### src/rtl/clock_divide_multi.sv
// Multi-channel programmable clock divider.
// Each channel derives a registered, near-50% duty clock and a one-cycle tick
// from clk_100mhz. Divisor updates on a running channel are held in a shadow
// register and only take effect at the end of the current period, so no runt
// pulses appear on clk_out. A single sync_restart strobe re-phases every
// channel to the same edge.
module clock_divide_multi #(
  parameter int NUM_CH    = 4,
  parameter int CNT_W     = 27,
  parameter int RESET_DIV = 1_000_000
) (
  input  logic                                         clk_100mhz,
  input  logic                                         rst_n,
  input  logic [NUM_CH-1:0]                            en,
  input  logic                                         div_load,
  input  logic [((NUM_CH > 1) ? $clog2(NUM_CH) : 1)-1:0] div_ch,
  input  logic [CNT_W-1:0]                             div_val,
  input  logic                                         sync_restart,
  output logic                                         load_err,
  output logic [NUM_CH-1:0]                            tick,
  output logic [NUM_CH-1:0]                            clk_out
);

  localparam int              CH_W    = (NUM_CH > 1) ? $clog2(NUM_CH) : 1;
  localparam logic [CNT_W-1:0] RST_DIV = CNT_W'(RESET_DIV);
  localparam logic [CNT_W-1:0] ONE     = CNT_W'(1);

  logic ch_ok;
  logic load_ok;

  // When NUM_CH fills the select field every code is a real channel, so the
  // range compare is dropped rather than left as an always-true comparison.
  if (NUM_CH == (1 << CH_W)) begin : g_ch_full
    assign ch_ok = 1'b1;
  end else begin : g_ch_part
    assign ch_ok = (32'(div_ch) < NUM_CH);
  end

  assign load_ok = div_load && ch_ok && (div_val != '0);

  // Rejected load reported for exactly one cycle after the strobe.
  always_ff @(posedge clk_100mhz or negedge rst_n) begin
    if (!rst_n) begin
      load_err <= 1'b0;
    end else begin
      load_err <= div_load && !load_ok;
    end
  end

  for (genvar i = 0; i < NUM_CH; i++) begin : g_ch
    logic [CNT_W-1:0] cnt;
    logic [CNT_W-1:0] div;
    logic [CNT_W-1:0] shadow;
    logic [CNT_W-1:0] nxt;
    logic [CNT_W:0]   half;
    logic             pend;
    logic             wrap;
    logic             ld;
    logic             tick_q;
    logic             clk_q;

    assign ld   = load_ok && (div_ch == CH_W'(i));
    assign wrap = (cnt == (div - ONE));
    assign nxt  = wrap ? '0 : (cnt + ONE);
    // One extra bit keeps div+1 from wrapping at the largest divisor.
    assign half = ({1'b0, div} + {{CNT_W{1'b0}}, 1'b1}) >> 1;

    // Period counter, divisor/shadow bookkeeping and registered outputs.
    always_ff @(posedge clk_100mhz or negedge rst_n) begin
      if (!rst_n) begin
        cnt    <= '0;
        div    <= RST_DIV;
        shadow <= RST_DIV;
        pend   <= 1'b0;
        tick_q <= 1'b0;
        clk_q  <= 1'b0;
      end else if (sync_restart || !en[i]) begin
        // No period is in flight here, so a new divisor (fresh or pending)
        // can be committed straight away.
        cnt    <= '0;
        tick_q <= 1'b0;
        clk_q  <= 1'b0;
        pend   <= 1'b0;
        if (ld) begin
          div <= div_val;
        end else if (pend) begin
          div <= shadow;
        end
      end else begin
        cnt    <= nxt;
        tick_q <= wrap;
        clk_q  <= ({1'b0, nxt} < half);
        if (wrap && pend) begin
          div  <= shadow;
          pend <= 1'b0;
        end
        // A load landing on the wrap edge goes to shadow and waits for the
        // following wrap; later loads simply overwrite the shadow.
        if (ld) begin
          shadow <= div_val;
          pend   <= 1'b1;
        end
      end
    end

    assign tick[i]    = tick_q;
    assign clk_out[i] = clk_q;
  end

endmodule

### config.mk
export PLATFORM = sky130hd
export DESIGN_NAME = clock_divide_multi
export DESIGN_NICKNAME = d
export VERILOG_FILES = /design/src/rtl/clock_divide_multi.sv
export SDC_FILE = /design/constraint.sdc
export NUM_CORES = 1
export LEC_CHECK = 0
export BUFFER_PORTS_ARGS = -buffer_cell sky130_fd_sc_hd__buf_4
export CAP_MARGIN = 25
export CORE_ASPECT_RATIO = 1.2
export CORE_MARGIN = 2
export CORE_UTILIZATION = 25
export DETAILED_ROUTE_END_ITERATION = 7
export GPL_ROUTABILITY_DRIVEN = 0
export PLACE_DENSITY = 0.44
export SLEW_MARGIN = 10
export SYNTH_ARGS = -nofsm -noshare
export SYNTH_HDL_FRONTEND = slang
export SYNTH_SLANG_ARGS = --single-unit
export TNS_END_PERCENT = 5
### constraint.sdc
create_clock -name clk_100mhz -period 11.2 [get_ports clk_100mhz]
set_input_delay 0.56 -clock clk_100mhz [delete_from_list [all_inputs] [get_ports clk_100mhz]]
set_output_delay 0.56 -clock clk_100mhz [all_outputs]
set_load 0.01 [all_outputs]
==> flow_metrics.tcl, run 1 <==
set metrics [dict create \
    power_density_nw_per_um2 157.4 \
    setup-tns-final_ns 0 \
    clock-sinks 337 \
    ys_warn_count 0 \
    wl_met2_mm 35.61 \
    cts-resized-gates 0 \
    top_layer_used "met5" \
    drv_cap 0 \
    clkTransAtPathRegs_ns 0.06 \
    clock_latency_ns 0.57 \
    port_buffers 45 \
    boundaryPins 46 \
    fin_skew_ns 0.02278 \
    grt_pass1_wl_mm 112.9 \
    setup_ws_ns 5.461 \
    synth_cell_types 79 \
    root_buffer "clkbuf_16" \
    pre_cts_slack_ns 5.522 \
    areaGrowthSynthToFinish_pct 11.55 \
    ys_seq_area_frac 0.3635 \
    nNetsFinal 2580 \
    ir_worst_vdd_mv 0.09724 \
    maxSlewViolCount 0 \
    layout-drive-gt1-share 0.1565 \
    cts_buffers 41 \
    place_hpwl_mm 51.34 \
    cts_hold_buf 0 \
    wl_met1_mm 30.66 \
    coreArea_um2 92500 \
    wl_per_cell_um 19.06 \
    rows 122 \
    htree_levels 2 \
    drtIter0Drc 962 \
    cp_data_arrival_time_ns 6.23 \
    fillerInstances 9747 \
    viasPerCell 5.070 \
    grt_max_degree 101 \
    setup_viol 0 \
    die_h_um 339.1 \
    cts_tree "yes" \
    min_period_ns 5.739 \
    hold_viol_final 0 \
    ys_ff_latch 337 \
    slew_headroom 0.2988 \
    routed_wl_mm 70.55 \
    drtPass1Iterations 5 \
    clock.fmax_mhz 174.2 \
    fp.dieArea_um2 96040 \
    required_ns 11.69 \
    hp-class "in2async" \
    final_antenna_net_count 0 \
    synth_fp_nets 2681 \
    antenna_found_initial 4 \
    status "complete, no violations" \
    yosysTopAreaCellShare 0.3006 \
    num_vias 18768 \
    worstSetupStartpointType "flop" \
    p_leak_nw 10.52 \
    synth_edf_count 0 \
    ys.flop_type "dfrtp_1" \
    synth_area_um2 23390 \
    post_cts_buffers 0 \
    grt_pass1_vias 19336 \
    clk_path_buf_depth 3 \
    postSynthAreaPerCell_um2 9.253 \
    path_class "reg2reg" \
    synth_area_leaders "dfrtp_1 30%, xor2_1 7.0%, dfstp_2 6.3%" \
    worst_pin_slew_ns 1.042 \
    met3WireLength_mm 2.291 \
    rsz0062_at_grt "false" \
    finalCritPeriodShare 0.5124 \
    yosysTopAreaCell "dfrtp_1" \
    synth_cells 2528 \
    cp_max_fo 18 \
    start_util 0.2529 \
    crit_path_end_kind "flop" \
    remaining_drc_errors 0 \
    grtUsageTotal 0.1459 \
    grt-ovfl-total 0 \
    die_w_um 283.2 \
    async_flop_share 1.000 \
]
[power by group]
group,leakage (nW),switching (mW),internal [mW]
clock,0.649,0.556,0.785
combinational,5.69,0.492,0.486
sequential,4.18,0.339,1.45
[through the flow]
step | utilization | cells | hold slack (ns) | cell area [um2] | total power [mW]
after detailed placement | 0.2668 | 3621 | 0.4965 | 24680 | 2.781
after floorplan | - | 2528 | 0.2644 | 23390 | 2.475
after global placement | 0.2665 | 3619 | 0.4899 | 24650 | 2.754
after global routing | 0.2820 | 3700 | 0.08812 | 26090 | 4.360
after CTS | 0.2813 | 3697 | 0.03803 | 26020 | 4.163
final | 0.2821 | 3702 | 0.03944 | 26100 | 4.106
[state kept, by name, indices dropped and copies added (netlist names)]
| name | count |
|---|---|
| g_ch.clk_q | 4 |
| g_ch.cnt | 108 |
| g_ch.div | 108 |
| g_ch.pend | 4 |
| g_ch.shadow | 108 |
| g_ch.tick_q | 4 |
| load_err | 1 |
[final timing paths]
check / endpoint / slack, ns / startpoint / depth (start not counted)
hold / removal: g_ch[3].cnt[16]$_DFF_PN0_ / 0.04 / rst_n / 1
max in group asynchronous: g_ch[0].shadow[21]$_DFFE_PN0P_ / 9.06 / rst_n / 3
setup reg to reg: g_ch[3].clk_q$_DFF_PN0_ / 5.46 / g_ch[3].div[2]$_DFFE_PN0P_ / 18
hold reg to reg: g_ch[0].shadow[25]$_DFFE_PN0P_ / 0.51 / g_ch[0].shadow[25]$_DFFE_PN0P_ / 1
setup / recovery: g_ch[3].clk_q$_DFF_PN0_ / 5.46 / g_ch[3].div[2]$_DFFE_PN0P_ / 18
min in group clk_100mhz: load_err$_DFF_PN0_ / 0.28 / div_load / 3
[cell families (layout without fill, tap and decap cells)]
kind of cell | Yosys count | after routing | share of synthesized area
AO/OA/AOI/OAI | 412 | 412 | 0.1396
buffers and inverters | 252 | 184 | 0.04322
adder cells (fa/ha/maj) | 116 | 116 | 0.06205
flip-flops | 337 | 337 | 0.3635
multiplexers | 116 | 116 | 0.05541
XOR/XNOR | 325 | 325 | 0.1217
AND/OR/NAND/NOR | 970 | 970 | 0.2145
other | 0 | 2 | 0
[cell usage after synthesis (41+ instances only)]
cell type  instances
dfrtp_1          281
nand4_1           75
and3_1            51
nor4_1            44
nand2_1          118
dfstp_2           56
xor2_1           187
nor3_1            94
nor2_1           271
ha_1             116
nand3_1          118
or3_1             49
mux2_2           108
a21oi_1           41
clkbuf_1         167
o22ai_1           59
xnor2_1          138
[worst max-delay path: stages (launching register included)]
cell and delay (ns):
dfrtp_1 0.50, or4_1 0.76, or3_1 0.41, a2111o_1 0.43, a221o_1 0.36, or4b_4 0.50, nor4_4 0.65, buf_4 0.34
nor2_1 0.08, ha_1 0.31, a21o_1 0.16, a21o_1 0.17, a21o_1 0.17, a21o_1 0.17, a21oi_1 0.16, nor2b_1 0.06
o21ai_0 0.15, nand3b_1 0.09, o21ai_0 0.18
[area by class of cell]
| type | count | area (um2) | share of cell area |
|---|---|---|---|
| flip-flops and latches | 337 | 8503 | 0.3259 |
| inverters | 33 | 123.9 | 0.004747 |
| diodes | 2 | 5.005 | 0.0001918 |
| repair buffers | 75 | 625.6 | 0.02397 |
| clock inverters | 11 | 105.1 | 0.004028 |
| clock buffers | 65 | 1239 | 0.04747 |
| multi-input cells | 1939 | 13940 | 0.5343 |
| well taps | 1240 | 1551 | 0.05946 |
[cell usage in the layout (no fill, tap or decap), types with 27 or more instances in the layout]
cell,instances
a21o_1,40
a21oi_1,41
a22oi_1,28
a2bb2oi_1,32
and3_1,51
buf_4,70
clkbuf_16,43
dfrtp_1,281
dfstp_2,56
ha_1,116
inv_1,33
mux2_2,108
nand2_1,118
nand3_1,118
nand4_1,75
nor2_1,267
nor3_1,93
nor4_1,44
o21ai_0,29
o221a_2,29
o22ai_1,58
o2bb2ai_1,27
or3_1,49
xnor2_1,138
xor2_1,187
[routing by layer]
layer | global-route usage | vias up
li1 | - | 8961
met1 | 0.1798 | 9382
met2 | 0.2626 | 318
met3 | 0.01938 | 103
met4 | 0.04387 | 4
met5 | 0 | -
(Power assumes the default switching activity.)
==> run 2, diff against run 1 <==
--- a/config.mk
+++ b/config.mk
@@ -12,7 +12,7 @@
 export CORE_UTILIZATION = 25
 export DETAILED_ROUTE_END_ITERATION = 7
 export GPL_ROUTABILITY_DRIVEN = 0
-export PLACE_DENSITY = 0.44
+export PLACE_DENSITY = 0.45
 export SLEW_MARGIN = 10
 export SYNTH_ARGS = -nofsm -noshare
 export SYNTH_HDL_FRONTEND = slang
==> constraint.sdc (replaced) <==
create_clock -name clk_100mhz -period 4.9 [get_ports clk_100mhz]
set_input_delay 0.245 -clock clk_100mhz [delete_from_list [all_inputs] [get_ports clk_100mhz]]
set_output_delay 0.245 -clock clk_100mhz [all_outputs]
set_load 0.01 [all_outputs]
==> flow_metrics.tcl, run 2 (synthesized netlist as in run 1, its figures left out) <==
set metrics [dict create \
    root_buffer "clkbuf_16" \
    maxSlewViolCount 0 \
    fin_cells 3836 \
    power_frac_clock 0.323 \
    hp-class "in2reg" \
    wl_per_cell_um 18.83 \
    rows 122 \
    comb_power_share 0.293 \
    power_density_nw_per_um2 358.3 \
    rsz0062_at_grt "true" \
    worstSetupStartpointType "flop" \
    clk_path_buf_depth 3 \
    power_switching_mw 3.262 \
    final_cell_mix "281 x dfrtp_1, 266 x nor2_1, 194 x buf_4" \
    ir_worst_vdd_mv 0.2114 \
    wl_met1_mm 32.23 \
    drtIter0Drc 1201 \
    top_layer_used "met5" \
    stdcell_area_um2 27410 \
    clkTransAtPathRegs_ns 0.06 \
    start_util 0.2529 \
    boundaryPins 46 \
    cpLargestDelayFamily "compound AO/OA/AOI/OAI gates" \
    final_antenna_net_count 0 \
    fin_skew_ns 0.02490 \
    setup_viol 0 \
    die_w_um 283.2 \
    viasPerCell 5.074 \
    dpl-instance-area_um2 25610 \
    slew_headroom 0.3509 \
    place_hpwl_mm 53.50 \
    met3WireLength_mm 2.878 \
    cp_data_arrival_time_ns 5.24 \
    wl_met2_mm 35.26 \
    finalCritPeriodShare 0.9622 \
    p_leak_nw 11.26 \
    regArea_um2 8503 \
    routed_wl_mm 72.24 \
    cp_slowest_cell "or4_4" \
    num_vias 19465 \
    cts_tree "yes" \
    grt_max_degree 162 \
    clock-sinks 337 \
    seqPwrFrac 0.384 \
    htree_levels 2 \
    grt_pass1_vias 19772 \
    layout-drive-gt1-share 0.2119 \
    port_buffers 45 \
    drtPass1Iterations 4 \
    dp_cells 3738 \
    coreArea_um2 92500 \
    multi_input_area_um2 14120 \
    clock.fmax_mhz 212.1 \
    status "complete, no violations" \
    min_period_ns 4.715 \
    final_common_cell "dfrtp_1" \
    critPathMostFrequentCell "a21o_1" \
    fp.dieArea_um2 96040 \
    path_buf_inv 2 \
    clock_latency_ns 0.59 \
    path_class "reg2reg" \
    drv_cap 0 \
    switching_share 0.3322 \
    cp_max_fo 9 \
    antenna_found_initial 3 \
    postLayoutCoreUtil 0.2963 \
    cts_buffers 40 \
    die_h_um 339.1 \
    largestRegisters "g_ch.cnt (108), g_ch.div (108), g_ch.shadow (108)" \
    remaining_drc_errors 0 \
    max_stage_delay_ns 0.54 \
    hold_viol_final 0 \
    fillerInstances 9723 \
    p_int_mw 6.558 \
    grt_pass1_wl_mm 113.9 \
    nNetsFinal 2716 \
    worst_pin_slew_ns 0.9713 \
    crit_chain "or4_4, or4_4, a2111oi_4, o2111ai_2, a2111oi_2, nand4_1, nor4_4, buf_4, buf_6, nor2_1, ha_2, a21o_1, a21o_1, a21o_1, a21o_1, a21oi_2, nor2b_1, o21ai_1, nand3_1, a21oi_2" \
    required_ns 5.42 \
    crit_path_end_kind "flop" \
    grt-ovfl-total 0 \
    areaGrowthSynthToFinish_pct 17.15 \
    grtUsageTotal 0.1471 \
]
run 2: routing by layer:
layer  track usage  vias to the layer above
met5             0                        -
met1        0.1874                     9785
met4       0.04630                        6
met3       0.02221                      105
met2        0.2544                      325
li1              -                     9244
run 2: what timing repair did:
action,4_1_cts,5_1_grt
setup endpoints to repair,3,4
buffers inserted,1,14
resized for setup,9,43
gates cloned,0,3
hold buffers,4,0
pin swaps,2,15
hold endpoints to repair,38,0
run 2: path summary, 6_finish.rpt:
check | end | startpoint | slack [ns] | cells after the start
worst max register to register | g_ch[2].clk_q$_DFF_PN0_ | g_ch[2].div[7]$_DFFE_PN0P_ | 0.19 | 20
worst max-delay path | g_ch[2].clk_q$_DFF_PN0_ | g_ch[2].div[7]$_DFFE_PN0P_ | 0.19 | 20
worst min-delay path | g_ch[2].shadow[8]$_DFFE_PN0P_ | div_val[8] | 0.03 | 2
max in group asynchronous | g_ch[3].tick_q$_DFF_PN0_ | rst_n | 3.58 | 3
min in group asynchronous | g_ch[1].cnt[14]$_DFF_PN0_ | rst_n | 0.15 | 2
worst min register to register | g_ch[0].shadow[25]$_DFFE_PN0P_ | g_ch[0].shadow[25]$_DFFE_PN0P_ | 0.51 | 1
run 2: layout make-up:
cell class                      count  area share
Inverter                           33    0.004520
Multi-Input combinational cell   1939      0.5154
Antenna cell                        1  0.00009131
Clock buffer                       57     0.04182
Sequential cell                   337      0.3103
Tap cell                         1240     0.05661
Timing Repair Buffer              212     0.06310
Clock inverter                     17    0.008172
run 2: power by group through the flow:
| stage | Combinational [mW] | Clock, mW | Sequential, mW |
|---|---|---|---|
| 2_1_floorplan | 2.12 | 0 | 3.54 |
| 3_3_place_gp | 2.78 | 0 | 3.81 |
| 3_5_place_dp | 2.82 | 0 | 3.82 |
| 4_1_cts | 2.86 | 3.28 | 3.78 |
| 5_1_grt | 3.18 | 3.37 | 3.85 |
| 6_report | 2.88 | 3.17 | 3.77 |
run 2: stage by stage:
step / setup slack, ns / hold WS, ns / power (mW) / TNS [ns]
finish: 0.1852 / 0.02875 / 9.819 / 0
global route: -0.08726 / 0.02334 / 10.40 / -0.1612
CTS: -0.004988 / 0.001486 / 9.915 / -0.004988
detailed placement: -0.1059 / 0.1530 / 6.646 / -0.1059
global placement: -0.2686 / 0.1434 / 6.582 / -0.2686
floorplan: -0.07546 / -0.05059 / 5.659 / -0.07546
run 2: worst reg2reg max path, stage by stage (launching register included):
cell	delay, ns
dfrtp_1	0.38
or4_4	0.54
or4_4	0.51
a2111oi_4	0.33
o2111ai_2	0.19
a2111oi_2	0.30
nand4_1	0.21
nor4_4	0.38
buf_4	0.18
buf_6	0.12
nor2_1	0.05
ha_2	0.18
a21o_1	0.17
a21o_1	0.16
a21o_1	0.17
a21o_1	0.19
a21oi_2	0.15
nor2b_1	0.06
o21ai_1	0.15
nand3_1	0.11
a21oi_2	0.11
==> run 3, diff against run 2 <==
--- a/config.mk
+++ b/config.mk
@@ -5,6 +5,7 @@
 export SDC_FILE = /design/constraint.sdc
 export NUM_CORES = 1
 export LEC_CHECK = 0
+export ABC_AREA = 1
 export BUFFER_PORTS_ARGS = -buffer_cell sky130_fd_sc_hd__buf_4
 export CAP_MARGIN = 25
 export CORE_ASPECT_RATIO = 1.2
==> flow_metrics.tcl, run 3 <==
set metrics [dict create \
    status "complete, no violations" \
    nNetsFinal 3838 \
    synth_area_leaders "dfrtp_1 28%, nand2_1 15%, nor2_1 6.7%" \
    switching_share 0.4154 \
    grt_max_degree 118 \
    place_hpwl_mm 64.97 \
    path_class "reg2reg" \
    comb_power_share 0.357 \
    maxSlewViolCount 0 \
    max_stage_delay_ns 0.51 \
    synth_cells 3694 \
    grtUsageTotal 0.1625 \
    viasPerCell 4.601 \
    ys.flop_type "dfrtp_1" \
    areaGrowthSynthToFinish_pct 12.97 \
    min_period_ns 4.379 \
    clock-sinks 337 \
    largestRegisters "g_ch.cnt (108), g_ch.div (108), g_ch.shadow (108)" \
    setup_viol 0 \
    setup-tns-final_ns 0 \
    p_leak_nw 13.19 \
    final_antenna_net_count 0 \
    busiest_layer "met2" \
    die_h_um 352.7 \
    ys_ff_latch 337 \
    required_ns 5.40 \
    cts_hold_buf 7 \
    port_buffers 45 \
    synth_area_um2 25330 \
    antenna_found_initial 1 \
    cts-resized-gates 0 \
    clock.fmax_mhz 228.3 \
    p_total_mw 11.44 \
    fp.dieArea_um2 103900 \
    routed_wl_mm 84.74 \
    final_common_cell "nand2_1" \
    hold_viol_final 0 \
    hp-class "in2reg" \
    remaining_drc_errors 0 \
    grt_pass1_vias 22933 \
    cts_tree "yes" \
    cp_max_fo 14 \
    crit_chain "inv_1, ha_1, nand3_1, nor2_1, nand2_1, nor2_1, nand2_1, nand3_1, nand2_1, nor2_1, nand2_1, nor2_1, nand2_1, inv_1, buf_4, nor2_1, ha_1, a21oi_1, nor2_1, a211oi_1, o221a_2, nand2_1, a21oi_1" \
    worst_pin_slew_ns 0.8480 \
    power_density_nw_per_um2 399.7 \
    ir_worst_vdd_mv 0.2246 \
    power_frac_clock 0.293 \
    slew_headroom 0.4303 \
    power_switching_mw 4.751 \
    postSynthAreaPerCell_um2 6.857 \
    clock_latency_ns 0.59 \
    yosysMostFrequentCell "nand2_1" \
    num_vias 23338 \
    cp_data_arrival_time_ns 4.88 \
    clk_path_buf_depth 3 \
    cts_buffers 42 \
    coreArea_um2 100300 \
    ys_warn_count 0 \
    seqPwrFrac 0.350 \
    rows 127 \
    ys_seq_area_frac 0.3357 \
    layout-drive-gt1-share 0.07477 \
    p_int_mw 6.686 \
    root_buffer "clkbuf_16" \
    finalCritPeriodShare 0.8938 \
    final_cell_mix "1014 x nand2_1, 454 x nor2_1, 388 x inv_1" \
    use_met3 0.01903 \
    cp_slowest_cell "nor2_1" \
    fin_cells 5072 \
    clkTransAtPathRegs_ns 0.06 \
    dp_cells 4986 \
    drtPass1Iterations 6 \
    grt_pass1_wl_mm 133.2 \
    htree_levels 2 \
    fin_skew_ns 0.02396 \
    grt_use_met1 0.2144 \
    grt-ovfl-total 0 \
    post_cts_buffers 0 \
    diodes 0 \
    postLayoutCoreUtil 0.2854 \
    use_met2 0.2781 \
    synth_cell_types 56 \
    worstSetupStartpointType "flop" \
    drtIter0Drc 1671 \
    rsz0062_at_grt "false" \
    synth_edf_count 0 \
    yosysTopAreaCell "dfrtp_1" \
    drv_cap 0 \
    start_util 0.2526 \
    crit_path_end_kind "flop" \
    async_flop_share 1.000 \
    yosysTopAreaCellShare 0.2776 \
    boundaryPins 46 \
    die_w_um 294.6 \
    synth_fp_nets 3847 \
    hold_ws_ns 0.08799 \
    ys_top_cells_by_count "1014 x nand2_1, 454 x nor2_1, 388 x inv_1" \
    wl_per_cell_um 16.71 \
]
[run 3: cell type report]
cell class | instances | area [um2]
tap | 1354 | 1694
sequential | 337 | 8503
clock buffer | 57 | 1179
inverter | 394 | 1480
multi-input combinational | 2815 | 14680
fill | 11158 | 71650
timing repair buffer | 95 | 813.3
clock inverter | 20 | 260.3
[run 3: critical path, delay by kind of cell, from the launching register on]
family                   cells  cell delay [ns]
AND/OR/NAND/NOR             14             1.98
AO/OA/AOI/OAI                4             0.70
buffers and inverters        3             0.65
adder cells (fa/ha/maj)      2             0.53
flip-flops                   1             0.43
[run 3: path summary, 6_finish.rpt]
kind	start	to	slack [ns]	cells after the start
max in group asynchronous	rst_n	g_ch[0].cnt[21]$_DFF_PN0_	3.45	3
min in group asynchronous	rst_n	g_ch[3].cnt[12]$_DFF_PN0_	0.24	2
min	div_ch[0]	g_ch[0].div[9]$_DFFE_PN1P_	0.09	4
min reg2reg	g_ch[1].shadow[7]$_DFFE_PN0P_	g_ch[1].shadow[7]$_DFFE_PN0P_	0.48	2
max	g_ch[1].div[0]$_DFFE_PN0P_	g_ch[1].clk_q$_DFF_PN0_	0.52	23
max reg2reg	g_ch[1].div[0]$_DFFE_PN0P_	g_ch[1].clk_q$_DFF_PN0_	0.52	23
[run 3: metal layers]
layer,part of all wire,wire length (um),vias up
met5,0,0,-
met2,0.48,40790,396
li1,-,-,11886
met1,0.46,38700,10952
met4,0.026,2162,0
met3,0.036,3090,104
[run 3: stage by stage]
stage / area (um2) / setup slack, ns
6_report: 28610 / 0.5206
5_1_grt: 28610 / 0.05735
4_1_cts: 28570 / 0.5022
3_5_place_dp: 27060 / 0.5413
3_3_place_gp: 27060 / 0.6115
2_1_floorplan: 25330 / 1.581
[run 3: power groups by stage]
stage	Sequential (mW)	Clock, mW	Combinational, mW
3_5_place_dp	4.04	0	4.08
2_1_floorplan	3.59	0	3.28
4_1_cts	4.00	3.47	4.11
3_3_place_gp	4.04	0	4.08
6_report	4.00	3.35	4.09
5_1_grt	4.08	3.55	4.70
[run 3: cells by family after synthesis]
logic type / Yosys count / share of synthesized area
adder cells (fa/ha/maj): 116 / 0.05730
AND/OR/NAND/NOR: 1960 / 0.3301
AO/OA/AOI/OAI: 491 / 0.1041
XOR/XNOR: 248 / 0.08684
buffers and inverters: 542 / 0.08596
flip-flops: 337 / 0.3357
